### config.mk
export PLATFORM = sky130hd
export DESIGN_NAME = pc_sequencer
export DESIGN_NICKNAME = d
export VERILOG_FILES = /design/src/rtl/pc_seq_pkg.sv /design/src/rtl/pc_target_calc.sv /design/src/rtl/pc_sequencer.sv
export SDC_FILE = /design/constraint.sdc
export NUM_CORES = 1
export LEC_CHECK = 0
export CAP_MARGIN = 20
export CORE_UTILIZATION = 40
export CTS_CLUSTER_DIAMETER = 150
export CTS_CLUSTER_SIZE = 40
export DETAILED_ROUTE_END_ITERATION = 7
export HOLD_SLACK_MARGIN = 0.15
export PLACE_DENSITY = 0.78
export SKIP_CTS_REPAIR_TIMING = 1
export SLEW_MARGIN = 20
export SYNTH_ARGS = -nofsm -noshare
export SYNTH_HDL_FRONTEND = slang
export SYNTH_SLANG_ARGS = --single-unit
### constraint.sdc
create_clock -name Clk -period 8.35 [get_ports Clk]
set_clock_uncertainty 0.05 [all_clocks]
set_input_delay 1.67 -clock Clk [delete_from_list [all_inputs] [get_ports Clk]]
set_output_delay 1.67 -clock Clk [all_outputs]
set_load 0.05 [all_outputs]
### src/rtl/pc_seq_pkg.sv
// Shared types and constants for the PC sequencer: FSM states, field widths, immediate expansion.
// Latency: n/a (declarations only).
// Backpressure: n/a.
package pc_seq_pkg;

    typedef enum logic {
        RUN    = 1'b0,
        BUBBLE = 1'b1
    } state_t;

    localparam int INSTR_BYTES = 4;
    localparam int IMM_W       = 16;
    localparam int JIDX_W      = 26;

    // Word offset of a branch: sign-extended immediate scaled to bytes.
    function automatic logic [31:0] imm_to_offset(input logic [IMM_W-1:0] imm);
        return {{(32-IMM_W-2){imm[IMM_W-1]}}, imm, 2'b00};
    endfunction

endpackage

### src/rtl/pc_target_calc.sv
// Candidate next-PC arithmetic: PC+4, branch target, jump target.
// Latency: purely combinational.
// Backpressure: none; results are consumed or ignored by the sequencer.
module pc_target_calc
    import pc_seq_pkg::*;
(
    input  logic [31:0]       pc,
    input  logic [31:0]       branch_pc4,
    input  logic [IMM_W-1:0]  branch_imm,
    input  logic [31:0]       jump_pc4,
    input  logic [JIDX_W-1:0] jump_index,
    output logic [31:0]       pc_plus4,
    output logic [31:0]       branch_target,
    output logic [31:0]       jump_target
);

    // Only the region bits of the jump's PC+4 take part in the target.
    logic unused_jpc4_lo;
    assign unused_jpc4_lo = ^jump_pc4[27:0];

    assign pc_plus4      = pc + 32'(INSTR_BYTES);
    assign branch_target = branch_pc4 + imm_to_offset(branch_imm);
    assign jump_target   = {jump_pc4[31:28], jump_index, 2'b00};

endmodule

### src/rtl/pc_sequencer.sv
// Program counter, next-PC arbitration (branch > jump > stall > PC+4), flush pulses, fetch bubbles; BRANCH_STATS_EN adds counters.
// Latency: redirect at edge N -> PC=target after N; target fetched with PcValid=1 after edge N+BUBBLES.
// Backpressure: Stall holds PC and freezes the bubble count; a redirect overrides Stall.
module pc_sequencer
    import pc_seq_pkg::*;
#(
    parameter logic [31:0] RESET_PC = 32'h0000_0000,
    parameter int          BUBBLES  = 1,
    parameter int          STAT_W   = 32
) (
    input  logic              Clk,
    input  logic              Reset_n,
    input  logic              Stall,
    input  logic              BranchReq,
    input  logic              BranchTaken,
    input  logic [31:0]       BranchPC4,
    input  logic [IMM_W-1:0]  BranchImm,
    input  logic              JumpReq,
    input  logic [31:0]       JumpPC4,
    input  logic [JIDX_W-1:0] JumpIndex,
    output logic [31:0]       PC,
    output logic              PcValid,
    output logic              Flush,
    output logic              FlushEx,
    output logic [STAT_W-1:0] TakenCnt,
    output logic [STAT_W-1:0] JumpCnt
);

    localparam logic [1:0] BUB_INIT = 2'(BUBBLES - 1);

    state_t      state;
    state_t      state_nxt;
    logic [1:0]  cnt;
    logic [1:0]  cnt_nxt;
    logic [31:0] pc_nxt;
    logic        flush_nxt;
    logic        flush_ex_nxt;
    logic [31:0] pc_plus4;
    logic [31:0] branch_target;
    logic [31:0] jump_target;
    logic        take_br;
    logic        take_jmp;

    // A same-cycle jump is younger than the resolving branch and is discarded.
    assign take_br  = BranchReq & BranchTaken;
    assign take_jmp = JumpReq & ~take_br;

    pc_target_calc u_calc (
        .pc            (PC),
        .branch_pc4    (BranchPC4),
        .branch_imm    (BranchImm),
        .jump_pc4      (JumpPC4),
        .jump_index    (JumpIndex),
        .pc_plus4      (pc_plus4),
        .branch_target (branch_target),
        .jump_target   (jump_target)
    );

    always_ff @(posedge Clk) begin
        if (!Reset_n) begin
            state   <= RUN;
            cnt     <= 2'd0;
            PC      <= RESET_PC;
            Flush   <= 1'b0;
            FlushEx <= 1'b0;
        end else begin
            state   <= state_nxt;
            cnt     <= cnt_nxt;
            PC      <= pc_nxt;
            Flush   <= flush_nxt;
            FlushEx <= flush_ex_nxt;
        end
    end

    always_comb begin
        state_nxt    = state;
        cnt_nxt      = cnt;
        pc_nxt       = PC;
        flush_nxt    = take_br | take_jmp;
        flush_ex_nxt = take_br;
        if (take_br || take_jmp) begin
            pc_nxt    = take_br ? branch_target : jump_target;
            state_nxt = BUBBLE;
            cnt_nxt   = BUB_INIT;
        end else if (!Stall) begin
            case (state)
                RUN: pc_nxt = pc_plus4;
                // Leaving BUBBLE keeps the PC so the redirect target is the next fetch.
                BUBBLE: begin
                    if (cnt == 2'd0) state_nxt = RUN;
                    else             cnt_nxt   = cnt - 2'd1;
                end
            endcase
        end
    end

    always_comb begin
        PcValid = (state == RUN);
    end

`ifdef BRANCH_STATS_EN
    always_ff @(posedge Clk) begin
        if (!Reset_n) begin
            TakenCnt <= '0;
            JumpCnt  <= '0;
        end else begin
            if (take_br)  TakenCnt <= TakenCnt + STAT_W'(1);
            if (take_jmp) JumpCnt  <= JumpCnt + STAT_W'(1);
        end
    end
`else
    assign TakenCnt = '0;
    assign JumpCnt  = '0;
`endif

endmodule

[Yosys cells after proc, flatten, opt, wreduce, memory -nomap -nowiden]
Index checks and enable logic that the tools add are counted.
Storage, ports and cells
  register bits after elaboration: 37
  output and inout bits: 99
Cells by class
  add/sub/neg operators: 3
  mux-type cells: 8
  bitwise logic cells: 8
  reductions and logical operators: 5
  equality and inequality tests: 2
Operator list (count)
  32-bit two-way mux: 4
  32-bit by 3-bit adder with 32-bit output (second input constant): 1
  32-bit adder: 1
  1-bit NOT: 5
  1-bit two-way mux: 4
  2-bit by 1-bit inequality test with 1-bit output (second input constant): 2
  3-bit AND reduction: 1
  1-bit bitwise AND: 2
  2-bit zero test: 1
  2-bit AND reduction: 1
  2-bit OR reduction: 1
  2-bit by 1-bit subtractor with 2-bit output (second input constant): 1
  1-bit logical OR: 1
  1-bit OR: 1

[Depth between registers and ports, before layout]
  depth in word-level cells: 6
  mapped depth: 11
  depth with buffers taken out: 11

[Hierarchy]
From an unflattened synthesis, not the netlist that was laid out.
Second synthesis, totals
  cell total of the unflattened synthesis: 613
  area total of the unflattened synthesis: 4859.7 sq um
By module, submodules not included
  pc_sequencer: times used 1, cells each 275, area each 2439.8 sq um
  pc_target_calc: times used 1, cells each 338, area each 2419.8 sq um

[Worst setup path before layout]
No wires, ideal clock.
  path kind: input to register
  from: input BranchPC4[2]
  to: register PC[24]
  required time: 8.171 ns
  stages on the path: 11
  path buffers: 0
  setup slack: 4.191 ns
  arrival time: 3.980 ns
  setup time: 0.129 ns
  path through: ha_1 -> fa_1 -> a211oi_2 -> o21bai_1 -> a311oi_2 -> o211a_1 -> nor2_1 -> a311o_1 -> a21oi_2 -> xor2_1 -> o22ai_1
On the way
  word-level cells in the longest chain between the ends: 3
Ends and longest elaborated chain
  start: declaration: line pc_sequencer.sv:16  | input logic [31:0] BranchPC4,
  32-bit adder: line pc_target_calc.sv:22  | assign branch_target = branch_pc4 + imm_to_offset(branch_imm);
  32-bit two-way mux: line pc_sequencer.sv:82  | pc_nxt = take_br ? branch_target : jump_target;
  32-bit two-way mux: line pc_sequencer.sv:81  | if (take_br || take_jmp) begin
  end signal: assignment: line pc_sequencer.sv:69  | PC <= pc_nxt;
  end: declaration: line pc_sequencer.sv:21  | output logic [31:0] PC,
No other way between the ends.
A chain may end at the register's enable or synchronous reset.

[Worst setup path in the final report]
  from: input BranchImm[15]
  to: register PC[29]
On the way
  word-level cells in the longest chain between the ends: 3
Ends and longest elaborated chain
  start: declaration: line pc_sequencer.sv:17  | input logic [IMM_W-1:0] BranchImm,
  32-bit adder: line pc_target_calc.sv:22
  32-bit two-way mux: line pc_sequencer.sv:82
  32-bit two-way mux: line pc_sequencer.sv:81
No other way between the ends.

==> out/results.md <==
## CTS
- H-tree level count: 2
- TritonCTS Sinks: 37
- maximum count of clock buffers along a single path: 2
- clock buffers created by TritonCTS: 5
- clock latency reported for the late side of the worst-skew pair: 0.29 ns
- CTS root buffer: clkbuf_8
- TritonCTS clock tree: done
- clock transition at the registers of the reported paths: 0.07 ns

## Yosys
- cell accounting for the most synthesized area: dfxtp_1
- share of the synthesized netlist area taken by xor and xnor gates: 0.08642
- register area share after synthesis: 0.1783
- complex-gate fraction of the synthesized area: 0.2806
- average cell area after synthesis: 7.367 µm²
- Post-synth EDFFs: 0
- most repeated cell in the gate-level netlist after synthesis: buf_4
- dominant cells by area after synthesis: dfxtp_1 18%, buf_4 12%, ha_1 9.3%
- cell area after synthesis: 4155 µm²
- dominant combinational cell family by area after synthesis: compound AO/OA/AOI/OAI gates
- Main synth FF type: dfxtp_1
- area share of the leading cell type in the synthesized netlist: 0.1783
- number of synthesized register bits: 37
- multiplexer area fraction after synthesis: 0.002409
- post-synth cell types: 62
- cells after synthesis: 564
- simple-gate share of the synthesized area: 0.2036
- post-synthesis share of cell area spent on full adders, half adders and majority gates: 0.09816
- proportion of synthesized flip-flops having asynchronous set or reset: 0
- synth warn: 0
- ranking of synthesized cells by instance count: 65 x buf_4, 53 x nand2_1, 49 x a21oi_1, 41 x o21ai_0, 39 x nor2_1

## Critical path
- category of the worst setup path launch point: primary input
- cell family with most CP delay: simple AND/OR/NAND/NOR gates
- r2r endpoint: PC[31]
- cells along the critical path: clkdlybuf4s50_1, ha_1, nand4_1, nor3_1, nand4_1, nor4_1, nor2_1, o21ai_1, xnor2_1, o21ai_0, o2111a_1
- number of cells traversed by the worst register-to-register path: 9
- data arrival time at the worst-slack endpoint: 4.84 ns
- critical path buffer and inverter count: 1
- beginning of the worst register-to-register path: PC[4]
- CP peak stage delay: 0.70 ns
- critical-path maximum fanout: 15
- library cell appearing most often on the critical path: nand4_1
- Worst setup EP type: flop
- startpoint-to-endpoint class of the critical path: primary input to flop
- critical path data required time: 8.48 ns
- reg-to-reg slack, setup: 5.78 ns
- master of the slowest instance on the critical path: clkdlybuf4s50_1

## Floorplan
- number of I/O pins: 211
- Die Footprint: 10800 µm²
- core region area: 9910 µm²
- die width: 103.9 µm
- vertical extent of the die: 103.9 µm
- Cell Rows: 36
- Initial Utilization: 0.4193

## Global route
- grt ovf: 0
- total track usage: 0.2104
- largest net degree at the start of global routing: 47
- number of antenna violations at the first check in global routing: 0
- via count of the first global-routing pass: 3993
- first-pass GRT wire length: 18900 µm

## Status
- run status: finished clean

## STA
- maximum operating frequency: 212.2 MHz
- clock period minus worst slack: 4.711 ns
- fraction of the cycle the final worst path needs: 0.5642
- Relative slew margins: 0.3490
- RSZ-0062 raised after global routing: false
- hold violation count in the final report: 0
- transition time at the pin with the least slew margin: 0.9700 ns
- Sum Neg Setup Slack: 0 ns
- number of setup violations in the final report: 0
- number of pins exceeding their max-slew limit in the final report: 0
- final-layout worst hold slack: 0.4469 ns
- Worst Slack Setup Final: 3.639 ns

## Final layout
- net total in the final layout: 813
- share of post-route cells with drive strength above 1: 0.02687
- post-layout util: 0.5321
- number of filler instances in the final layout: 948
- Area Overhead vs Synth: 26.89%
- number of diodes: 0

## Hold path
- Hold Path End: PC[1]
- path class of the lowest-slack min-delay path: flop to flop
- Hold Path Depth: 2
- worst hold path startpoint: PC[1]

## Route
- initial DRC count: 216
- remaining design rule violation count: 0
- detailed-router iteration count before antenna repair: 4
- number of nets with antenna violations after detailed routing: 0
- routed wire length: 11720 µm
- via total after detailed routing: 4333
- drt wl/cell: 14.60 µm
- Vias per Instance: 5.396

## Place
- Final HPWL DP: 9357 µm
- pre-CTS WS: 3.379 ns
- Routability Congestion: 0.9185
- number of buffer cells added on primary ports: 118

## Power
- Worst VDD drop: 63.13 µV
- Final Power: 0.0007006 W
- power density over cell area: 132.9 nW/µm²
- total leakage power: 2.146 nW

## Flow run
- Max-Cap Viols: 0

==> where the power goes <==
part | switching [W] | total [W] | internal [W]
logic | 0.000238 | 0.000371 | 0.000133
registers | 0.0000187 | 0.000210 | 0.000191
clock network | 0.0000611 | 0.000120 | 0.0000593
==> worst max-delay path by stage <==
stage	from	to	slack, ns	cells after the start
2_1_floorplan	BranchPC4[2]	PC[24]	4.19	11
3_3_place_gp	BranchImm[15]	PC[29]	3.43	11
3_5_place_dp	BranchImm[15]	PC[29]	3.38	11
4_1_cts	BranchImm[15]	PC[29]	3.70	11
5_1_grt	BranchImm[15]	PC[29]	3.50	11
6_report	BranchImm[15]	PC[29]	3.64	11
==> worst register-to-register path, stage by stage (launching register included) <==
cell	delay (ns)
dfxtp_1	0.46
and3_1	0.34
nand3_2	0.15
nor3_2	0.42
and2_1	0.35
nand4_1	0.21
xor2_1	0.19
o21ai_1	0.13
nand2_1	0.07
a21oi_1	0.15
==> routing by layer <==
layer | wire length (µm) | up-vias | GRT usage
li1 | - | 2134 | -
met1 | 5102 | 1973 | 0.2705
met2 | 5537 | 212 | 0.3619
met3 | 884 | 14 | 0.02632
met4 | 200 | 0 | 0.07041
met5 | 0 | - | 0
==> stage by stage <==
| stage | std cells | area (µm²) |
|---|---|---|
| 3_3_place_gp | 795 | 5192 |
| 4_1_cts | 803 | 5273 |
| 5_1_grt | 803 | 5273 |
| 6_report | 803 | 5273 |
| 3_5_place_dp | 795 | 5192 |
| 2_1_floorplan | 627 | 4392 |
==> final cells by class <==
type | instances | area (µm²) | share of cell area
repair buffers | 121 | 1204 | 0.2283
clock buffers | 8 | 80.08 | 0.01519
multi-input cells | 490 | 3029 | 0.5745
inverters | 14 | 52.55 | 0.009967
flip-flops and latches | 37 | 740.7 | 0.1405
well taps | 133 | 166.4 | 0.03156
==> layout by cell type (no fill, tap or decap), drive strengths merged, types with 18 or more instances in the layout <==
cell           count
ha                31
xor2              18
conb              64
nand2             53
a21oi             50
clkdlybuf4s50    118
dfxtp             37
o21ai             43
nand3             22
nor2              39
xnor2             23
==> cell families (layout without fill, tap and decap cells) <==
group | Yosys count | in the layout
xor gates and xnor gates | 41 | 41
adders and majority gates | 32 | 32
buffers and inverters | 100 | 143
DFF | 37 | 37
and+or+nand+nor | 172 | 172
muxes | 1 | 1
other | 1 | 64
AOI/OAI and AO/OA | 180 | 180
==> state kept, by name (all words and copies together) (netlist names) <==
signal and cells:
Flush 1, FlushEx 1, PC 32, cnt 2, state 1
(Power assumes the default switching activity.)
